`src/rtl/word_serializer.sv`:
```
// Parallel-to-serial transmitter: captures a WIDTH-bit word and shifts it out
// one bit per accepted beat, with a registered remaining-bit count.
module word_serializer #(
    parameter int WIDTH     = 8,
    parameter bit MSB_FIRST = 1'b1
) (
    input  logic             clk,
    input  logic             reset,
    input  logic             load,
    input  logic [WIDTH-1:0] d,
    output logic             ready,
    output logic             sout,
    output logic             sout_valid,
    input  logic             sout_ready,
    output logic [5:0]       count,
    output logic             done
);

    generate
        if (WIDTH < 1 || WIDTH > 63) begin : g_bad_width
            $error("word_serializer: WIDTH must be in 1..63");
        end
    endgenerate

    localparam logic [5:0] C_WIDTH = 6'(WIDTH);

    typedef enum logic [1:0] {
        S_IDLE  = 2'd0,
        S_SHIFT = 2'd1,
        S_DONE  = 2'd2
    } state_t;

    state_t           r_state;
    state_t           w_state_next;
    logic [WIDTH-1:0] r_shreg;
    logic [WIDTH-1:0] w_shreg_next;
    logic [WIDTH-1:0] w_shifted;
    logic [5:0]       r_count;
    logic [5:0]       w_count_next;
    logic             w_out_bit;

    // Shifts are written as operators so WIDTH=1 needs no special-case slicing.
    assign w_shifted = MSB_FIRST ? (r_shreg << 1) : (r_shreg >> 1);
    assign w_out_bit = MSB_FIRST ? r_shreg[WIDTH-1] : r_shreg[0];
    assign count     = r_count;

    always_ff @(posedge clk or posedge reset) begin
        if (reset) begin
            r_state <= S_IDLE;
            r_shreg <= '0;
            r_count <= '0;
        end else begin
            r_state <= w_state_next;
            r_shreg <= w_shreg_next;
            r_count <= w_count_next;
        end
    end

    always_comb begin
        w_state_next = r_state;
        w_shreg_next = r_shreg;
        w_count_next = r_count;
        ready        = 1'b0;
        sout         = 1'b0;
        sout_valid   = 1'b0;
        done         = 1'b0;
        case (r_state)
            S_IDLE: begin
                ready = 1'b1;
                if (load) begin
                    w_shreg_next = d;
                    w_count_next = C_WIDTH;
                    w_state_next = S_SHIFT;
                end
            end
            S_SHIFT: begin
                sout_valid = 1'b1;
                sout       = w_out_bit;
                if (sout_ready) begin
                    w_shreg_next = w_shifted;
                    w_count_next = r_count - 6'd1;
                    if (r_count == 6'd1) begin
                        w_state_next = S_DONE;
                    end
                end
            end
            S_DONE: begin
                done         = 1'b1;
                w_state_next = S_IDLE;
            end
            default: begin
                // Unused encoding: scrub the datapath and fall back to IDLE.
                w_state_next = S_IDLE;
                w_shreg_next = '0;
                w_count_next = '0;
            end
        endcase
    end

endmodule

```
`config.mk`:
```
export PLATFORM = sky130hd
export DESIGN_NAME = word_serializer
export DESIGN_NICKNAME = d
export VERILOG_FILES = /design/src/rtl/word_serializer.sv
export SDC_FILE = /design/constraint.sdc
export NUM_CORES = 1
export LEC_CHECK = 0
export CORE_UTILIZATION = 42
export DETAILED_ROUTE_END_ITERATION = 12
export HOLD_SLACK_MARGIN = 0.1
export PLACE_DENSITY = 0.73
export SKIP_LAST_GASP = 1
export SLEW_MARGIN = 20
export SYNTH_ARGS = -nofsm -noshare
export SYNTH_HDL_FRONTEND = slang
export SYNTH_SLANG_ARGS = --single-unit
```
`constraint.sdc`:
```
create_clock -name clk -period 1.6 [get_ports clk]
set_clock_uncertainty 0.15 [all_clocks]
set_input_delay 0.32 -clock clk [delete_from_list [all_inputs] [get_ports clk]]
set_output_delay 0.32 -clock clk [all_outputs]
set_load 0.03 [all_outputs]
```
# == Word-level counts from Yosys, hierarchy flattened ==
# Cells that the tools add are included.
# classes
n_addsub,1
mul,0
div_mod_pow,0
order_cmp,0
n_eq_ne,6
n_shift,0
muxes,14
bitwise_logic,1
n_reduce_logical,3
# op_table
operator,count
8-bit one-hot mux with 3 select lines,1
6-bit one-hot mux with 3 select lines,1
8-bit two-way mux,2
6-bit two-way mux,2
6-bit by 1-bit == test with 1-bit output (second input constant),1
2-bit two-way mux,3
2-bit != test (second input constant),3
3-bit AND reduction,2
6-bit by 1-bit subtractor with 6-bit output (second input constant),1
1-bit two-way mux,4
2-bit one-hot mux with 2 select lines,1
2-bit by 1-bit == test with 1-bit output (second input constant),1
2-bit == test (second input constant),1
2-bit logical NOT,1
1-bit inverter,1
# totals
register_bits,16
latch_bits,0
ram_bits,0
romBits,0
input_bits,12
output_inout_bits,10
wordCells,28
mem_count,0

# == Depth between registers and ports, before layout ==
# Gate-level depths: netlist of the first run.
# logic_depth
depth_word,4
mapped_depth,6
mapped_depth_nobuf,5

# == Least setup slack after synthesis of the first run ==
# No wires, ideal clock.
# synth_timing
path_kind,register to output
from,register r_state[1]
to,output sout
arrival_time_ps,1342
required_ps,1130
path_slack_ps,-212
path_stages_with_launch,6
path_buffers,2
cell_sequence,dfrtp_1 > buf_6 > nand2b_1 > inv_2 > buf_2 > and2_1
# synth_between
elab_chain_cells,2
# synth_rtl
element,line_no,rtl
start: declaration,33,state_t r_state;
start signal: assignment,53,r_state <= w_state_next;
2-bit by 1-bit == test with 1-bit output,67,case (r_state)
1-bit two-way mux,67,
end: declaration,12,"output logic sout,"
# No other way between the ends.

# == Worst setup path in the final report of the first run ==
# layout_timing
from,register r_state[0]
to,output ready
# layout_between
elab_chain_cells,2
# layout_rtl
element,line_no,rtl
2-bit logical NOT,67,
1-bit two-way mux,67,
end: declaration,11,"output logic ready,"
# No other way between the ends.

==> metrics.md, run 1 <==
| Metric | Value |
|---|---|
| Syn-to-layout area delta | `54.3%` |
| Comb power frac | `49.4%` |
| Clock slew at reported path FFs | `around 0.090 ns` |
| Post-layout min period | `1.66 ns` |
| H-tree depth | `1` |
| Final Hold Viols | `0` |
| Initial antenna violation count | `0` |
| Pin count of the biggest net entering global routing | `17` |
| RSZ-0062 raised after global routing | `yes` |
| Failing checks | `negative setup slack` |
| Global-route wire length before repair | `3620 µm` |
| Synth warnings | `0` |
| Leak | `0.589 nW` |
| Multi-input gate area | `429 µm²` |
| Slowest-stage cell, CP | `dfrtp_2` |
| R2R depth | `4` |
| Yosys reg bits | `16` |
| Post-synthesis net count | `97` |
| Power Density | `1340 nW/µm²` |
| Final GP Congestion | `0.870` |
| Max Freq | `602 MHz` |
| Slowest stage delay, CP | `between 0.4 and 0.5 ns` |
| GR Util met1 | `32.2%` |
| Synth cell types | `32` |
| CTS tree | `yes` |
| Rows | `15` |
| Tot GR Track Use | `23.5%` |
| Nets | `145` |
| Startpoint types | `flop` |
| End-of-flow core utilization | `around 73%` |
| Cts-stage hold buffer count | `0` |
| I/O Pins | `22` |
| Number of global-route vias before repair | `808` |
| Max Slew Vio Count | `0` |
| Commonest non-fill, non-tap cell in the layout | `buf_4` |
| Register Area | `405 µm²` |
| Status | `complete, but fails checks` |
| Worst slew pin tran | `0.299 ns` |
| Drt drc | `0` |
| Final setup margin | `-0.0609 ns` |
| GR peak layer | `met2` |
| Flop pwr share | `38.3%` |
| DRT iter0 DRCs | `16` |
| Grt total ovfl | `0` |
| Max_cap viols | `0` |
| VDD IR-drop max | `0.867 mV` |
| CTS max path bufs | `2` |
| Pint | `1.05 mW` |
| Worst path most repeated cell | `buf_4` |
| Post-route setup TNS | `-0.168 ns` |
| Worst slew margin | `80.2%` |
| Setup crit end kind | `output pin` |
| Critical path class | `reg -> out` |
| Worst Hold Class | `in -> async` |
| Final hold slack | `~0.19 ns` |
| Setup-failing EPs final | `5` |
| Switching fraction of total power | `roughly two fifths` |
| Post-Syn Area per Cell | `10.2 µm²` |
| Worst skew pair latency | `0.29 ns` |
| Die Ht | `47.0 µm` |
| Antenna cells | `0` |
| Met3 Use GR | `approximately 3.8%` |
| CP arrival | `1.19 ns` |
| Register area share after synthesis | `47.1%` |
| Max FO, Critical Path | `4` |
| CP required | `1.13 ns` |
| Die ar. | `2210 µm²` |
| Core area | `1800 µm²` |
| Vias per cell | `between 5 and 6` |
| Initial Util | `47.2%` |
| IO Port Bufs | `21` |
| WL/cell | `14.6 µm` |
| Met2 usage | `36.7%` |
| CTS root buffer | `clkbuf_4` |
| Die X-Extent | `47.0 µm` |
| CTS buffer count | `3` |
| Crit-path cells | `buf_4, nor2_4, buf_4` |
| Crit share post-route | `104%` |
| DRT antenna net count | `0` |
| Most frequent cells in the layout | `buf_4 (26), dfrtp_1 (12), clkdlybuf4s50_1 (11), nand3_1 (10), o21ai_1 (7)` |
| CTS sink count | `16` |
| DR vias | `855` |
| Initial DRT Pass Iterations | `4` |
| Clk pwr share | `12.3%` |
| Routed WL | `about 2300 µm` |
| Post-DP HPWL | `~1500 µm` |
| P_sw | `between 0.7 and 0.8 mW` |
| Mapped cell area | `between 800 and 900 µm²` |
| Ratio of cells with drive above 1 in the final layout | `between 30% and 40%` |
| Cell count after synthesis | `between 80 and 90` |
| Fillers | `145` |
-- registers in the layout, summed over array words and instances, names as in the netlist --
register	count
r_state	2
r_shreg	8
count	6
-- metrics by stage --
step	worst slack, ns	std cells	cell area, µm²	total power [mW]
after floorplan	-0.0648	83	858	1.13
after global placement	-0.254	140	1160	1.46
final	-0.0609	154	1310	1.75
after global routing	-0.104	154	1310	1.86
after detailed placement	-0.262	140	1160	1.49
after CTS	-0.0899	150	1260	1.73
-- routing by layer --
layer | part of all wire, % | up-vias | routed length [µm]
li1 | - | 400 | -
met1 | 47 | 437 | 1050
met2 | 49 | 14 | 1110
met3 | 2.9 | 4 | 65
met4 | 1.2 | 0 | 28
met5 | 0 | - | 0
-- worst paths after layout --
kind,from,to,slack [ns]
max in group asynchronous,reset,count[3],0.91
min in group clk,r_shreg[3],r_shreg[3],0.37
min,reset,count[5],0.19
min reg2reg,r_shreg[3],r_shreg[3],0.37
max reg2reg,r_state[0],count[4],-0.02
max,r_state[0],ready,-0.06
-- logic make-up (layout without fill, tap and decap cells) --
kind of cell | count (synthesis) | count (layout) | synth area share, %
adder cells (fa/ha/maj) | 2 | 2 | 2.95
buffers and inverters | 9 | 55 | 6.04
multiplexers | 2 | 2 | 3.09
XOR/XNOR | 1 | 1 | 1.03
flip-flops | 16 | 16 | 47.1
AND/OR/NAND/NOR | 28 | 28 | 18.7
AO/OA/AOI/OAI | 25 | 25 | 21.1
-- worst max-delay path: cells and delay by family (launching register included) --
kind	cells	cell delay, ns
AND/OR/NAND/NOR	1	0.11
flip-flops	1	0.46
buffers and inverters	2	0.33
-- cell usage after synthesis --
library cell	count	area share, %
inv_2	1	0.44
or3b_1	1	1.0
buf_6	2	2.7
and2_1	1	0.74
nand2b_1	1	0.74
o21ai_0	8	4.7
a31oi_1	1	0.74
a32o_1	1	1.2
buf_2	2	1.2
xnor2_1	1	1.0
o22ai_2	1	1.5
nor2b_1	4	2.9
nor2_1	3	1.3
a22o_1	2	2.1
o21ai_1	1	0.59
mux2_4	1	1.8
nor3_1	1	0.59
nor4b_1	1	1.0
nand3_1	10	5.9
and3b_1	1	1.0
mux2_2	1	1.3
dfrtp_1	16	47
a22oi_1	6	5.3
and3_1	1	0.74
o211ai_1	1	0.88
nand2_1	2	0.88
nor3b_1	1	0.88
a311oi_1	1	1.0
ha_1	2	2.9
inv_1	4	1.8
or4_1	1	0.88
o2bb2ai_1	3	3.1
-- power by group through the flow --
stage | registers, mW | logic, mW | clock network [mW]
after floorplan | 0.785 | 0.348 | 0
after global placement | 0.662 | 0.802 | 0
after detailed placement | 0.669 | 0.817 | 0
after CTS | 0.662 | 0.839 | 0.225
after global routing | 0.688 | 0.933 | 0.240
final | 0.671 | 0.866 | 0.215
-- area by class of cell --
class | count | area share (%)
Clock buffer | 3 | 1.72
Inverter | 5 | 1.62
Multi-Input combinational cell | 58 | 32.7
Sequential cell | 16 | 30.9
Tap cell | 25 | 2.39
Timing Repair Buffer | 47 | 30.6
-- timing repair --
item	CTS	global route
resized for setup	12	18
pin swaps	2	0
setup buffers	7	4
endpoints found under the setup margin	7	15
Power figures use the tool's default switching activity.
==> inputs of run 2 (changes only) <==
Settings changed: RECOVER_POWER set to 100.
==> run 2 against run 1 <==
  * The flow still finishes with violations (negative setup slack)
  * First-iteration DRC count up 6.3%
  * Die area unchanged
  * Register-to-register slack about the same
  * Clock-buffer cell count unchanged
  * Power down 0.94%
  * Setup slack worse by 0.022 ns
  * Sequential power about the same
  * Core utilization down 0.49 points
  * Global-route usage unchanged
  * Critical path depth up 1
  * Largest power group unchanged
==> metrics.md, run 2 (synthesized netlist as in run 1, its figures left out) <==
| Metric | Value |
|---|---|
| Status | `complete, but fails checks` |
| Failing checks | `negative setup slack` |
| CP required | `1.63 ns (+0.50 ns)` |
| Pint | `1.03 mW (-1.4%)` |
| Ratio of cells with drive above 1 in the final layout | `37.2% (-2.3 points)` |
| Most frequent cells in the layout | `buf_4 (24), dfrtp_1 (12), nand3_1 (10), clkdlybuf4s50_1 (10), o21ai_1 (7)` |
| Worst slew margin | `38.6% (-42 points)` |
| Worst slew pin tran | `0.921 ns (+0.622 ns)` |
| Pin count of the biggest net entering global routing | `17 (unchanged)` |
| Drt drc | `0 (unchanged)` |
| CP top delay family | `buffers and inverters` |
| WL/cell | `14.6 µm (-0.35%)` |
| Post-route setup TNS | `-0.316 ns (-0.148 ns)` |
| CP arrival | `1.71 ns (+0.52 ns)` |
| Cells after DPL | `140 (unchanged)` |
| Leak | `0.579 nW (-1.7%)` |
| Worst skew pair latency | `0.29 ns (about the same)` |
| Max FO, Critical Path | `4 (unchanged)` |
| Fillers | `150 (+3.4%)` |
| CTS root buffer | `clkbuf_4` |
| Count of non-filler cells in the finished layout | `154 (unchanged)` |
| Top reg by flops | `r_shreg` |
| Post-DP HPWL | `1480 µm (unchanged)` |
| Global-route wire length before repair | `3620 µm (unchanged)` |
| Initial antenna violation count | `0 (unchanged)` |
| DRT iter0 DRCs | `17 (+1)` |
| DR vias | `865 (+1.2%)` |
| Max Slew Vio Count | `0 (unchanged)` |
| Flop pwr share | `38.6% (+0.3 points)` |
| RSZ-0062 raised after global routing | `yes` |
| I/O Pins | `22 (unchanged)` |
| Setup crit end kind | `flop` |
| Placement Setup Slack | `-0.262 ns (unchanged)` |
| Final Hold Viols | `0 (unchanged)` |
| CTS tree | `yes` |
| Switching fraction of total power | `40.4% (+0.30 points)` |
| Placed cell area | `1160 µm² (unchanged)` |
| Grt total ovfl | `0 (unchanged)` |
| CTS buffer count | `3 (unchanged)` |
| Rows | `15 (unchanged)` |
| Power Density | `1330 nW/µm² (-0.28%)` |
| Hold path startpoint | `r_shreg[3]` |
| Final hold slack | `0.366 ns (+0.180 ns)` |
| H-tree depth | `1 (unchanged)` |
| Crit. Startpoint | `load` |
| Die X-Extent | `47.0 µm (unchanged)` |
| Final instance area | `1300 µm² (-0.67%)` |
| Syn-to-layout area delta | `53.3%` |
| Post-layout min period | `1.68 ns (+0.0220 ns)` |
| CTS max path bufs | `2 (unchanged)` |
| Final GP Congestion | `0.870 (unchanged)` |
| Crit-path cells | `dlygate4sd3_1, or3b_4, o2bb2ai_2, mux2_4` |
| Die Ht | `47.0 µm (unchanged)` |
| P_sw | `0.700 mW (-0.20%)` |
| Startpoint types | `primary input` |
| Initial Util | `47.2% (unchanged)` |
| Antenna cells | `0 (unchanged)` |
| Vias per cell | `5.62 (+1.2%)` |
| End-of-flow core utilization | `72.3% (-0.49 points)` |
| R2R Path End | `count[4]` |
| DRT antenna net count | `0 (unchanged)` |
| Reg2Reg Launch Point | `r_state[0]` |
| Commonest non-fill, non-tap cell in the layout | `buf_4` |
| Buf/Inv on CP | `1 (-1)` |
| VDD IR-drop max | `0.849 mV (-2.0%)` |
| Hold EP | `r_shreg[3]` |
| Comb power frac | `49.0% (-0.4 points)` |
| Final Total Pwr | `1.74 mW (-0.94%)` |
| Min-Delay Path Depth | `2` |
| Largest register FFs | `8 (unchanged)` |
| IO Port Bufs | `21 (unchanged)` |
| Initial DRT Pass Iterations | `4 (unchanged)` |
| Setup-failing EPs final | `9 (+4)` |
| Crit share post-route | `105% (+1.4 points)` |
| Clock slew at reported path FFs | `0.09 ns (about the same)` |
| Max Freq | `594 MHz (-1.3%)` |
| Worst Hold Class | `reg -> reg` |
| Slowest stage delay, CP | `0.60 ns (+0.14 ns)` |
| Critical path class | `in -> reg` |
| CTS sink count | `16 (unchanged)` |
| R2R depth | `4 (unchanged)` |
| Tot GR Track Use | `23.5% (unchanged)` |
| Max_cap viols | `0 (unchanged)` |
| Die ar. | `2210 µm² (unchanged)` |
| Routed WL | `2250 µm (-0.35%)` |
| Clk pwr share | `12.4% (about the same)` |
| Slowest-stage cell, CP | `dlygate4sd3_1` |
| R2R setup slack | `-0.02 ns (about the same)` |
| Nets | `145 (unchanged)` |
| Number of global-route vias before repair | `808 (unchanged)` |
| Final setup margin | `-0.0829 ns (-0.0220 ns)` |
| Core area | `1800 µm² (unchanged)` |
-- run 2: layer usage --
layer  vias to the layer above  share of wire [%]  global-route usage (%)
met1                       441                 47                    32.2
met3                         4                2.7                    3.85
met5                         -                  0                       0
met2                        18                 49                    36.7
met4                         0                1.2                    10.3
li1                        402                  -                       -
-- run 2: power by group through the flow --
| stage | combinational (mW) | clock, mW | sequential (mW) |
|---|---|---|---|
| floorplan | 0.348 | 0 | 0.785 |
| global placement | 0.802 | 0 | 0.662 |
| detailed placement | 0.817 | 0 | 0.669 |
| CTS | 0.839 | 0.225 | 0.662 |
| global route | 0.919 | 0.240 | 0.687 |
| finish | 0.851 | 0.214 | 0.670 |
-- run 2: final cells by class --
type                    instances  area, µm²  share of cell area [%]
multi-input cells              58        429                    32.9
flip-flops and latches         16        405                    31.1
repair buffers                 47        393                    30.2
well taps                      25       31.3                    2.40
clock buffers                   3       22.5                    1.73
inverters                       5       21.3                    1.63
-- run 2: what timing repair did --
action                                  4_1_cts  5_1_grt
endpoints found under the setup margin        7       15
buffers inserted                              7        4
gates resized for setup                      12       18
pin swaps                                     2        0
hold buffers                                  0        0
-- run 2: worst min-delay path, delay by kind of cell, from the launching register on --
kind             cells  cell delay [ns]
flip-flops           1             0.35
AND/OR/NAND/NOR      1             0.06
AO/OA/AOI/OAI        1             0.07
-- run 2: how the worst max path moves through the flow --
stage,to,slack (ns),cells past startpoint
after global placement,count[4],-0.25,4
after CTS,sout,-0.09,4
after floorplan,sout,-0.06,5
final,count[4],-0.08,4
after detailed placement,count[4],-0.26,4
after global routing,sout,-0.10,4
==> inputs of run 3 (changes only) <==
Settings changed: ABC_AREA set to 1, CORE_UTILIZATION 42 to 43, PLACE_DENSITY 0.73 to 0.74, TNS_END_PERCENT set to 10.
==> run 3 against run 2 <==
  * The flow still finishes with violations (negative setup slack)
  * Flip-flop and latch count unchanged
  * Non-clock buffer count decreased by 17
  * Clock-buffer cell count unchanged
  * Setup slack got worse by 0.13 ns
==> metrics.md, run 3 <==
| Metric | Value |
|---|---|
| Post-CTS Setup Inserts | `0 (-7)` |
| DRT antenna net count | `0 (unchanged)` |
| Grt total ovfl | `0 (unchanged)` |
| I/O Pins | `22 (unchanged)` |
| Mapped cell area | `897 µm² (+5.6%)` |
| Startpoint types | `flop` |
| Synth cell types | `20 (-38%)` |
| Post-synthesis net count | `129 (+33%)` |
| Crit-path cells | `clkdlybuf4s50_1` |
| Post-layout min period | `1.82 ns (+0.135 ns)` |
| Final Hold Viols | `0 (unchanged)` |
| Syn-to-layout area delta | `31.0%` |
| Die Ht | `47.7 µm (+1.5%)` |
| Worst slew pin tran | `0.875 ns (-0.0458 ns)` |
| EDFF count, synth | `0 (unchanged)` |
| Max FO, Critical Path | `3 (-1)` |
| Placed cell area | `1190 µm² (+2.0%)` |
| CP arrival | `1.35 ns (-0.36 ns)` |
| Cts-stage hold buffer count | `0 (unchanged)` |
| Post-synth top area share | `44.6% (-2.5 points)` |
| Status | `complete, but fails checks` |
| Critical path class | `reg -> out` |
| Cells after DPL | `170 (+21%)` |
| Max_cap viols | `0 (unchanged)` |
| CTS buffer count | `3 (unchanged)` |
| Post-synth top flop | `dfrtp_1` |
| Tot GR Track Use | `17.8% (-5.7 points)` |
| CTS sink count | `16 (unchanged)` |
| CTS max path bufs | `2 (unchanged)` |
| IO Port Bufs | `21 (unchanged)` |
| Yosys reg bits | `16 (unchanged)` |
| Post-DP HPWL | `1340 µm (-9.9%)` |
| DRT iter0 DRCs | `9 (-8)` |
| Power Density | `1700 nW/µm² (+27%)` |
| Drt drc | `0 (unchanged)` |
| Comb power frac | `58.2% (+9.2 points)` |
| CP top delay family | `buffers and inverters` |
| Count of non-filler cells in the finished layout | `173 (+12%)` |
| Antenna cells | `0 (unchanged)` |
| Fillers | `216 (+44%)` |
| Slowest-stage cell, CP | `clkdlybuf4s50_1` |
| Worst Hold Class | `reg -> reg` |
| VDD IR-drop max | `0.786 mV (-7.5%)` |
| WL/cell | `10.1 µm (-31%)` |
| CTS tree | `yes` |
| Final instance area | `1170 µm² (-9.8%)` |
| CTS root buffer | `clkbuf_4` |
| Core area | `1960 µm² (+8.9%)` |
| Failing checks | `negative setup slack` |
| Top reg by flops | `r_shreg` |
| Largest cells by area after synthesis | `dfrtp_1 (45%), nand2_1 (15%), inv_1 (7.1%), o21ai_2 (4.9%), nand3_1 (4.5%)` |
| Count leader, synth | `nand2_1` |
| Die X-Extent | `47.7 µm (+1.5%)` |
| Die ar. | `2270 µm² (+3.0%)` |
| Initial DRT Pass Iterations | `4 (unchanged)` |
| Post-CTS Resized | `1 (-11)` |
| Initial Util | `45.7% (-1.4 points)` |
| Global-route wire length before repair | `2790 µm (-23%)` |
| CP required | `1.13 ns (-0.50 ns)` |
| Max Slew Vio Count | `0 (unchanged)` |
| DR vias | `816 (-5.7%)` |
| Buf/Inv on CP | `1 (unchanged)` |
| Slowest stage delay, CP | `0.68 ns (+0.08 ns)` |
| Post-Syn Area per Cell | `7.80 µm² (-24%)` |
| Vias per cell | `4.72 (-16%)` |
| RSZ-0062 raised after global routing | `yes` |
| Setup crit end kind | `output pin` |
| Synth warnings | `0 (unchanged)` |
| Number of global-route vias before repair | `669 (-17%)` |
| Final GP Congestion | `0.875 (+0.53%)` |
| H-tree depth | `1 (unchanged)` |
| Final setup margin | `-0.218 ns (-0.135 ns)` |
| R2R setup slack | `0.13 ns (+0.15 ns)` |
| Largest register FFs | `8 (unchanged)` |
| Asr flop ratio synth | `100% (unchanged)` |
| Clk pwr share | `10.6% (-1.8 points)` |
| Placement Setup Slack | `-0.0645 ns (+0.198 ns)` |
| Rows | `16 (+1)` |
| Commonest non-fill, non-tap cell in the layout | `nand2_1` |
| Pint | `1.08 mW (+4.5%)` |
| Ratio of cells with drive above 1 in the final layout | `15.8% (-21 points)` |
| Nets | `162 (+12%)` |
| Synth top cells by count | `nand2_1 (37), inv_1 (17), dfrtp_1 (16)` |
| Clock slew at reported path FFs | `0.10 ns (about the same)` |
| P_sw | `0.910 mW (+30%)` |
| Register area share after synthesis | `44.6% (-2.5 points)` |
| Leak | `0.595 nW (+2.7%)` |
| Crit share post-route | `114% (+8.4 points)` |
| Max Freq | `550 MHz (-7.4%)` |
| Most frequent cells in the layout | `nand2_1 (37), inv_1 (17), dfrtp_1 (16), clkdlybuf4s50_1 (14), buf_4 (11)` |
| Worst skew pair latency | `0.28 ns (about the same)` |
| Switching fraction of total power | `45.7% (+5.3 points)` |
| Cell count after synthesis | `115 (+39%)` |
| Worst slew margin | `41.6% (+3.1 points)` |
| Post-route setup TNS | `-1.09 ns (-0.769 ns)` |
| Initial antenna violation count | `0 (unchanged)` |
| Pin count of the biggest net entering global routing | `17 (unchanged)` |
| Flop pwr share | `31.2% (-7.4 points)` |
| Setup-failing EPs final | `7 (-2)` |
| Leading area contributor after synthesis | `dfrtp_1` |
| Routed WL | `1740 µm (-22%)` |
## run 3: changes by cell type in the layout (fill, tap and decap cells not counted), sizes merged, moves of 2 or more
cell | previous run | this run
a22o | 2 | 0
a22oi | 6 | 0
buf | 30 | 11
clkdlybuf4s50 | 10 | 14
inv | 5 | 18
mux2 | 2 | 0
nand2 | 2 | 37
nand4 | 0 | 3
nor2 | 3 | 9
nor2b | 4 | 0
o21ai | 9 | 15
o2bb2ai | 3 | 0
## run 3: stage by stage
stage	power [mW]	utilization [%]	hold slack, ns
floorplan	1.46	-	0.0837
global placement	1.83	60.5	0.332
detailed placement	1.85	60.5	0.323
CTS	2.06	61.5	0.186
global route	2.17	59.9	0.354
finish	1.99	59.9	0.347
## run 3: per-layer routing
layer / vias up / global-route usage (%) / share of wire (%) / wire, µm
met4: 0 / 7.78 / 0 / 0
met5: - / 0 / 0 / 0
met3: 0 / 3.40 / 3.5 / 61
met2: 19 / 28.2 / 47 / 825
li1: 428 / - / - / -
met1: 369 / 23.9 / 49 / 855
## run 3: path summary, 6_finish.rpt
check | to | depth (start not counted) | startpoint
setup / recovery | count[0] | 1 | count[0]
hold / removal | r_shreg[6] | 2 | r_shreg[6]
setup reg to reg | r_shreg[3] | 6 | r_state[1]
hold reg to reg | r_shreg[6] | 2 | r_shreg[6]
max in group asynchronous | count[5] | 3 | reset
min in group asynchronous | r_shreg[1] | 3 | reset
## run 3: logic make-up after synthesis
kind of cell	after synthesis	share of synthesized area [%]
flops	16	44.6
fa+ha+maj	2	2.79
buf+inv	20	10.6
simple gates	60	30.3
compound gates	17	11.7
## run 3: final cells by class
type | instances | area [µm²] | area share [%]
Clock buffer | 3 | 22.5 | 1.92
Inverter | 18 | 70.1 | 5.96
Multi-Input combinational cell | 79 | 395 | 33.7
Sequential cell | 16 | 400 | 34.1
Tap cell | 27 | 33.8 | 2.88
Timing Repair Buffer | 30 | 253 | 21.5
## run 3: power by group through the flow
stage	logic, mW	clock network (mW)	registers, mW
2_1_floorplan	0.681	0	0.774
3_3_place_gp	1.20	0	0.628
3_5_place_dp	1.21	0	0.633
4_1_cts	1.21	0.220	0.624
5_1_grt	1.29	0.235	0.640
6_report	1.16	0.211	0.621
